`src/rtl/regfile_pkg.sv`:
```
// rtl/regfile_pkg.sv - shared widths, enables and constants for the register file
package regfile_pkg;

   localparam int REG_BUS_WIDTH      = 32;
   localparam int REG_ADDR_BUS_WIDTH = 5;
   localparam int REG_NUM            = 32;

   localparam logic WRITE_ENABLE  = 1'b1;
   localparam logic WRITE_DISABLE = 1'b0;
   localparam logic READ_ENABLE   = 1'b1;
   localparam logic READ_DISABLE  = 1'b0;

   localparam logic [REG_BUS_WIDTH-1:0]      ZERO_WORD = '0;
   localparam logic [REG_ADDR_BUS_WIDTH-1:0] ZERO_ADDR = '0;

endpackage

```
`src/rtl/regfile_if.sv`:
```
// rtl/regfile_if.sv - writeback and two read ports of the register file
interface regfile_if
   import regfile_pkg::*;
#(
   parameter int DATA_WIDTH = REG_BUS_WIDTH,
   parameter int ADDR_WIDTH = REG_ADDR_BUS_WIDTH
);

   logic [DATA_WIDTH-1:0] rd_data_i;
   logic [ADDR_WIDTH-1:0] rd_addr_i;
   logic                  rd_enable_i;

   logic                  rs1_read_i;
   logic [ADDR_WIDTH-1:0] rs1_addr_i;
   logic [DATA_WIDTH-1:0] rs1_data_o;

   logic                  rs2_read_i;
   logic [ADDR_WIDTH-1:0] rs2_addr_i;
   logic [DATA_WIDTH-1:0] rs2_data_o;

   logic [31:0]           write_count_o;

   modport master (
      output rd_data_i, rd_addr_i, rd_enable_i,
      output rs1_read_i, rs1_addr_i,
      output rs2_read_i, rs2_addr_i,
      input  rs1_data_o, rs2_data_o, write_count_o
   );

   modport slave (
      input  rd_data_i, rd_addr_i, rd_enable_i,
      input  rs1_read_i, rs1_addr_i,
      input  rs2_read_i, rs2_addr_i,
      output rs1_data_o, rs2_data_o, write_count_o
   );

endinterface

```
`src/rtl/regfile.sv`:
```
// rtl/regfile.sv - 2-read/1-write register file, x0 hardwired, write-first bypass
module regfile
   import regfile_pkg::*;
#(
   parameter int DATA_WIDTH = REG_BUS_WIDTH,
   parameter int ADDR_WIDTH = REG_ADDR_BUS_WIDTH,
   parameter int REG_NUM    = 2 ** ADDR_WIDTH
) (
   input  logic       clk,
   input  logic       rst,
   regfile_if.slave   bus
);

   logic [DATA_WIDTH-1:0] regs_q [REG_NUM];
   logic [DATA_WIDTH-1:0] regs_d [REG_NUM];
   logic [31:0]           write_count_q;
   logic [31:0]           write_count_d;
   logic                  commit;

   // One read port; both ports use this same function so they cannot drift apart.
   function automatic logic [DATA_WIDTH-1:0] read_port(
      input logic                  in_reset,
      input logic                  rd_en,
      input logic [ADDR_WIDTH-1:0] addr,
      input logic                  wr_en,
      input logic [ADDR_WIDTH-1:0] wr_addr,
      input logic [DATA_WIDTH-1:0] wr_data,
      input logic [DATA_WIDTH-1:0] stored
   );
      logic [DATA_WIDTH-1:0] value;
      value = '0;
      if (!in_reset && rd_en == READ_ENABLE && addr != '0) begin
         if (wr_en == WRITE_ENABLE && wr_addr == addr) begin
            value = wr_data;
         end else begin
            value = stored;
         end
      end
      return value;
   endfunction

   always_comb begin
      commit        = (bus.rd_enable_i == WRITE_ENABLE) && (bus.rd_addr_i != '0);
      regs_d        = regs_q;
      write_count_d = write_count_q;
      if (commit) begin
         regs_d[bus.rd_addr_i] = bus.rd_data_i;
         write_count_d         = write_count_q + 32'd1;
      end
      regs_d[0] = '0;
   end

   always_ff @(posedge clk) begin
      if (rst) begin
         regs_q        <= '{default: '0};
         write_count_q <= '0;
      end else begin
         regs_q        <= regs_d;
         write_count_q <= write_count_d;
      end
   end

   assign bus.rs1_data_o = read_port(rst, bus.rs1_read_i, bus.rs1_addr_i,
                                     bus.rd_enable_i, bus.rd_addr_i, bus.rd_data_i,
                                     regs_q[bus.rs1_addr_i]);

   assign bus.rs2_data_o = read_port(rst, bus.rs2_read_i, bus.rs2_addr_i,
                                     bus.rd_enable_i, bus.rd_addr_i, bus.rd_data_i,
                                     regs_q[bus.rs2_addr_i]);

   assign bus.write_count_o = write_count_q;

endmodule

```
`src/flat_wrapper.sv`:
```
// flat-port wrapper written by rule: the top's interface ports become plain ports
module regfile_flat import regfile_pkg::*;
#(
   parameter int DATA_WIDTH = REG_BUS_WIDTH,
   parameter int ADDR_WIDTH = REG_ADDR_BUS_WIDTH,
   parameter int REG_NUM    = 2 ** ADDR_WIDTH
)
  (clk, rst, bus_rd_data_i, bus_rd_addr_i, bus_rd_enable_i, bus_rs1_read_i, bus_rs1_addr_i, bus_rs2_read_i, bus_rs2_addr_i, bus_rs1_data_o, bus_rs2_data_o, bus_write_count_o);
  regfile_if #(.DATA_WIDTH(DATA_WIDTH), .ADDR_WIDTH(ADDR_WIDTH)) bus_i ();
  input  logic clk;
  input  logic rst;
  input wire logic [$bits(bus_i.rd_data_i)-1:0] bus_rd_data_i;
  input wire logic [$bits(bus_i.rd_addr_i)-1:0] bus_rd_addr_i;
  input wire logic [$bits(bus_i.rd_enable_i)-1:0] bus_rd_enable_i;
  input wire logic [$bits(bus_i.rs1_read_i)-1:0] bus_rs1_read_i;
  input wire logic [$bits(bus_i.rs1_addr_i)-1:0] bus_rs1_addr_i;
  input wire logic [$bits(bus_i.rs2_read_i)-1:0] bus_rs2_read_i;
  input wire logic [$bits(bus_i.rs2_addr_i)-1:0] bus_rs2_addr_i;
  output wire logic [$bits(bus_i.rs1_data_o)-1:0] bus_rs1_data_o;
  output wire logic [$bits(bus_i.rs2_data_o)-1:0] bus_rs2_data_o;
  output wire logic [$bits(bus_i.write_count_o)-1:0] bus_write_count_o;
  assign bus_i.rd_data_i = bus_rd_data_i;
  assign bus_i.rd_addr_i = bus_rd_addr_i;
  assign bus_i.rd_enable_i = bus_rd_enable_i;
  assign bus_i.rs1_read_i = bus_rs1_read_i;
  assign bus_i.rs1_addr_i = bus_rs1_addr_i;
  assign bus_i.rs2_read_i = bus_rs2_read_i;
  assign bus_i.rs2_addr_i = bus_rs2_addr_i;
  assign bus_rs1_data_o = bus_i.rs1_data_o;
  assign bus_rs2_data_o = bus_i.rs2_data_o;
  assign bus_write_count_o = bus_i.write_count_o;
  regfile #(.DATA_WIDTH(DATA_WIDTH), .ADDR_WIDTH(ADDR_WIDTH), .REG_NUM(REG_NUM)) u_core (.clk(clk), .rst(rst), .bus(bus_i));
endmodule
```
`config.mk`:
```
export PLATFORM = sky130hd
export DESIGN_NAME = regfile_flat
export DESIGN_NICKNAME = d
export VERILOG_FILES = /design/src/rtl/regfile_pkg.sv /design/src/rtl/regfile_if.sv /design/src/rtl/regfile.sv /design/src/flat_wrapper.sv
export SDC_FILE = /design/constraint.sdc
export NUM_CORES = 2
export LEC_CHECK = 0
export CAP_MARGIN = 20
export CELL_PAD_IN_SITES_DETAIL_PLACEMENT = 1
export CELL_PAD_IN_SITES_GLOBAL_PLACEMENT = 2
export CORE_AREA = 5 5 393 395
export CTS_BUF_LIST = sky130_fd_sc_hd__clkbuf_8
export CTS_CLUSTER_SIZE = 40
export DETAILED_ROUTE_END_ITERATION = 8
export DIE_AREA = 0 0 398 400
export PLACE_DENSITY = 0.7
export RECOVER_POWER = 50
export SKIP_CTS_REPAIR_TIMING = 1
export SLEW_MARGIN = 20
export SYNTH_ARGS = -nofsm -noshare
export SYNTH_HDL_FRONTEND = slang
export SYNTH_SLANG_ARGS = --single-unit
```
`constraint.sdc`:
```
create_clock -name clk -period 3.13 [get_ports clk]
set_input_delay 0.626 -clock clk [delete_from_list [all_inputs] [get_ports clk]]
set_output_delay 0.626 -clock clk [all_outputs]
set_load 0.1 [all_outputs]
```
# Yosys cells after proc, flatten, opt, wreduce, memory -nomap -nowiden
# Index checks and enable logic that the tools add are counted.
[word_totals]
in_bits = 52
reg_bits = 1024
wordCells = 67
[classes]
addsub = 1
eq_ne = 2
n_lt_le_gt_ge = 4
mux = 13
bitwise = 3
n_reduce_logical = 12
[ops]
columns = ["operator", "count"]
rows = [
  ["bitwise mux 1024 bit", 1],
  ["binary-select mux 32 bit (select 5 bit)", 2],
  ["two-way mux 32 bit", 9],
  ["demux 32 bit (select 5 bit)", 1],
  ["adder 32 x 1 -> 32 bit, second input constant", 1],
  ["greater-or-equal comparator 6 bit, second input constant", 3],
  ["inverter 5 -> 6 bit", 3],
  ["nonzero test 5 bit", 3],
  ["== test 5 bit", 2],
  ["logical AND 1 bit", 8],
  ["less-than comparator 6 x 1 -> 1 bit, second input constant", 1],
  ["zero test 1 bit", 1],
]

# Depth between registers and ports, before layout
[depth]
ltp_word = 6
mapped_depth = 11

# Least setup slack after synthesis
# OpenSTA, ideal clock, no wires.
[synth_path]
kind = "input to output"
from = "input bus_rs2_addr_i[2]"
to = "output bus_rs2_data_o[18]"
path_buffers = 4
stages = 8
path_slack_ns = -1.716
t_arrival_ns = 4.220
required_time_ns = 2.504
cell_sequence = "buf_2 > buf_2 > buf_1 > clkbuf_1 > nand3_1 > a31oi_1 > a21oi_1 > a211oi_1"
[synth_between]
elab_chain_cells = 6
[synth_lines]
columns = ["item", "line_no", "source"]
rows = [
  ["from (decl)", "flat_wrapper.sv:18", "input wire logic [$bits(bus_i.rs2_addr_i)-1:0] bus_rs2_addr_i;"],
  ["inverter 5 -> 6 bit (implied by the code)", "regfile.sv:69", "regs_q[bus.rs2_addr_i]);"],
  ["binary-select mux 32 bit (select 5 bit)", "regfile.sv:69", ""],
  ["two-way mux 32 bit (implied by the code) (2 in series)", "regfile.sv:69", ""],
  ["two-way mux 32 bit", "regfile.sv:33", "if (wr_en == WRITE_ENABLE && wr_addr == addr) begin"],
  ["two-way mux 32 bit (*)", "regfile.sv:32", "if (!in_reset && rd_en == READ_ENABLE && addr != '0) begin"],
  ["to (decl)", "flat_wrapper.sv:20", "output wire logic [$bits(bus_i.rs2_data_o)-1:0] bus_rs2_data_o;"],
]
# Mark *: on every way between the ends. The rest lies on a longest branch, timed or not. The select of a mux whose other input is x is not followed.

# Worst setup path in the final report
[layout_path]
from = "register u_core.regs_q[776] (netlist bit)"
to = "output bus_rs2_data_o[8]"
[layout_between]
elab_chain_cells = 5
[layout_lines]
columns = ["item", "line_no", "source"]
rows = [
  ["from (decl)", "regfile.sv:14", "logic [DATA_WIDTH-1:0] regs_q [REG_NUM];"],
  ["from (signal assigned)", "regfile.sv:58", "regs_q <= regs_d;"],
  ["binary-select mux 32 bit (select 5 bit)", "regfile.sv:69", ""],
  ["two-way mux 32 bit (implied by the code) (2 in series)", "regfile.sv:69", ""],
  ["two-way mux 32 bit", "regfile.sv:33", ""],
  ["two-way mux 32 bit", "regfile.sv:32", ""],
]
# Every way passes these cells. The select of a mux whose other input is x is not followed.

==> out/results.tsv <==
metric	value	unit
relSlewSlack	-1.514	%
maxCapViolations	1	
ys_types	57	
wl	262100	um
grt.total_usage	31.50	%
cp.required	2.50	ns
fillers	17010	
cp-start-kind	flop	
start_util	34.72	%
layout.cells.non_filler	8660	
power_leakage	22.92	nW
dp.cells	8270	
synth_edf_count	0	
die_w	398	um
final_cell_mix	nand2_1, a21oi_1, dfxtp_1	
ys_seq_area_share	39.14	%
drc	0	
synth_area_per_cell	8.528	um^2
async_flop_share	0	%
fin_skew	0.02033	ns
final_antenna_net_count	0	
grt_pass1_wl	366800	um
root_buffer	clkbuf_8	
die_area	159200	um^2
post-route-util	44.97	%
grt_max_degree	196	
final_common_cell	nand2_1	
register_area	20700	um^2
cp_max_fo	3	
synth_ff_type	dfxtp_1	
drt-wirelength-per-cell	30.27	um
clk_pin_slew_worst_paths	0.07	ns
status	complete, but fails checks	
via_count	51290	
path_class	flop to output port	
violations	capacitance limit, slew limit, setup timing	
synthCells	6141	
numClockSinks	1024	
setup_viol	171	
synth_area_leader_cell	dfxtp_1	
cp_data_arrival_time	2.97	ns
period_minus_slack	3.594	ns
setup_slack	-0.4640	ns
timing.fmax	278.2	MHz
p_total	30.65	mW
end_kind	output port	
synth-seq-cells	1024	
synthTopCellsByArea	dfxtp_1, mux4_2, nand2_1	
cts_buffers	189	
place.detailed.hpwl	169300	um
core_area	150800	um^2
powerDensity	452.0	nW/um^2
cts_tree	built	
worst_ir_drop_vdd	0.4775	mV
rsz0062_at_grt	true	
final_nets	6532	
hp-class	input port to flop	
cts_buffer_depth	3	
area_delta_synth_final	29.51	%
firstDrtPassIters	5	
routabilityCongestion	0.8708	
clk_latency	0.95	ns
yosysWarnings	0	
syn_nets	6194	
row_count	143	
ctsHtreeMaxLevel	4	
report.final.slew_viol_count	33	
globalRouteOverflowTotal	0	
post-synth-top-area-fraction	39.14	%
max_slew.worst_pin.slew	1.523	ns
drt_iter0_drc	5705	
finalHoldViolations	0	
layout-drive-gt1-share	30.72	%
antenna_found_initial	6	
routed_via_density	5.923	
multi_input_area	31470	um^2
first_global_vias	50950	
period_share	114.8	%
syn-cell-area	52370	um^2
pin_count	148	
portBuffers	147	
die_h	400	um
==> sequential cells by signal, summed over array words and instances (netlist names) <==
signal / flops
u_core.bus.write_count_o: 32
u_core.regs_q: 992
==> through the flow <==
step                      worst slack [ns]  hold slack [ns]  setup TNS [ns]  instance area, um^2
final                              -0.4640           0.2295          -20.57                67820
after global routing               -0.5411           0.1990          -30.95                67820
after CTS                          -0.7715          -0.1570          -36.37                65530
after detailed placement           -0.7723           0.4595          -36.76                61620
after global placement             -0.8020           0.4486          -37.50                61620
after floorplan                    -0.2328           0.4418          -2.711                53260
==> cells in the mapped netlist (all sizes together), types with 6 or more instances <==
master / count
mux2i: 78
a22oi: 114
o22ai: 21
nand2b: 10
nor2b: 41
dfxtp: 1024
nand4: 14
buf: 132
a211oi: 27
a221o: 30
nand2: 2163
and2: 6
a22o: 6
or3: 14
clkbuf: 512
xor2: 23
a31oi: 14
mux2: 58
nand3: 85
o21ai: 34
inv: 10
xnor2: 11
nor2: 113
a221oi: 15
o211ai: 13
a21oi: 1065
nor3: 17
mux4: 445
==> cell type report <==
| class | count | share of cell area (%) |
|---|---|---|
| sequential | 1024 | 30.52 |
| tap | 2030 | 3.745 |
| inverter | 11 | 0.06088 |
| clock buffer | 249 | 5.053 |
| timing repair buffer | 791 | 13.50 |
| multi-input combinational | 4462 | 46.40 |
| antenna | 3 | 0.01107 |
| clock inverter | 90 | 0.7121 |
==> critical path: stages, from the launching register on <==
cell	delay (ns)
dfxtp_2	0.33
mux4_2	0.49
mux4_2	0.47
and2_4	0.18
a311oi_4	0.31
nor3_4	0.07
buf_12	0.17
==> final timing paths <==
check	from	to	slack [ns]	cells past startpoint
worst min-delay path	rst	u_core.regs_q[267]	0.23	3
worst max-delay path	u_core.regs_q[776]	bus_rs2_data_o[8]	-0.46	6
worst max register to register	u_core.bus.write_count_o[10]	u_core.bus.write_count_o[31]	0.86	7
worst min register to register	u_core.regs_q[113]	u_core.regs_q[113]	0.46	2
==> layer usage <==
layer | vias up | wire [um] | global-route usage (%)
li1 | 22080 | - | -
met1 | 26530 | 109600 | 42.37
met2 | 2202 | 120000 | 50.34
met3 | 488 | 23190 | 7.163
met4 | 2 | 9311 | 10.25
met5 | - | 13 | 0
==> power breakdown <==
group / total, mW / leakage, nW / switching [mW] / internal (mW)
Sequential: 13.2 / 8.34 / 0.0770 / 13.1
Combinational: 3.84 / 12.4 / 2.46 / 1.38
Clock: 13.6 / 2.23 / 6.28 / 7.32
Total: 30.7 / 22.9 / 8.81 / 21.8
==> logic make-up after synthesis <==
group                    after synthesis  share of synthesized area, %
AND/OR/NAND/NOR                     2487                         18.64
buffers and inverters                655                         5.333
AO/OA/AOI/OAI                       1359                         14.41
XOR/XNOR                              34                        0.5686
adder cells (fa/ha/maj)                1                       0.02389
multiplexers                         581                         21.88
flip-flops                          1024                         39.14
(Power assumes the default switching activity.)
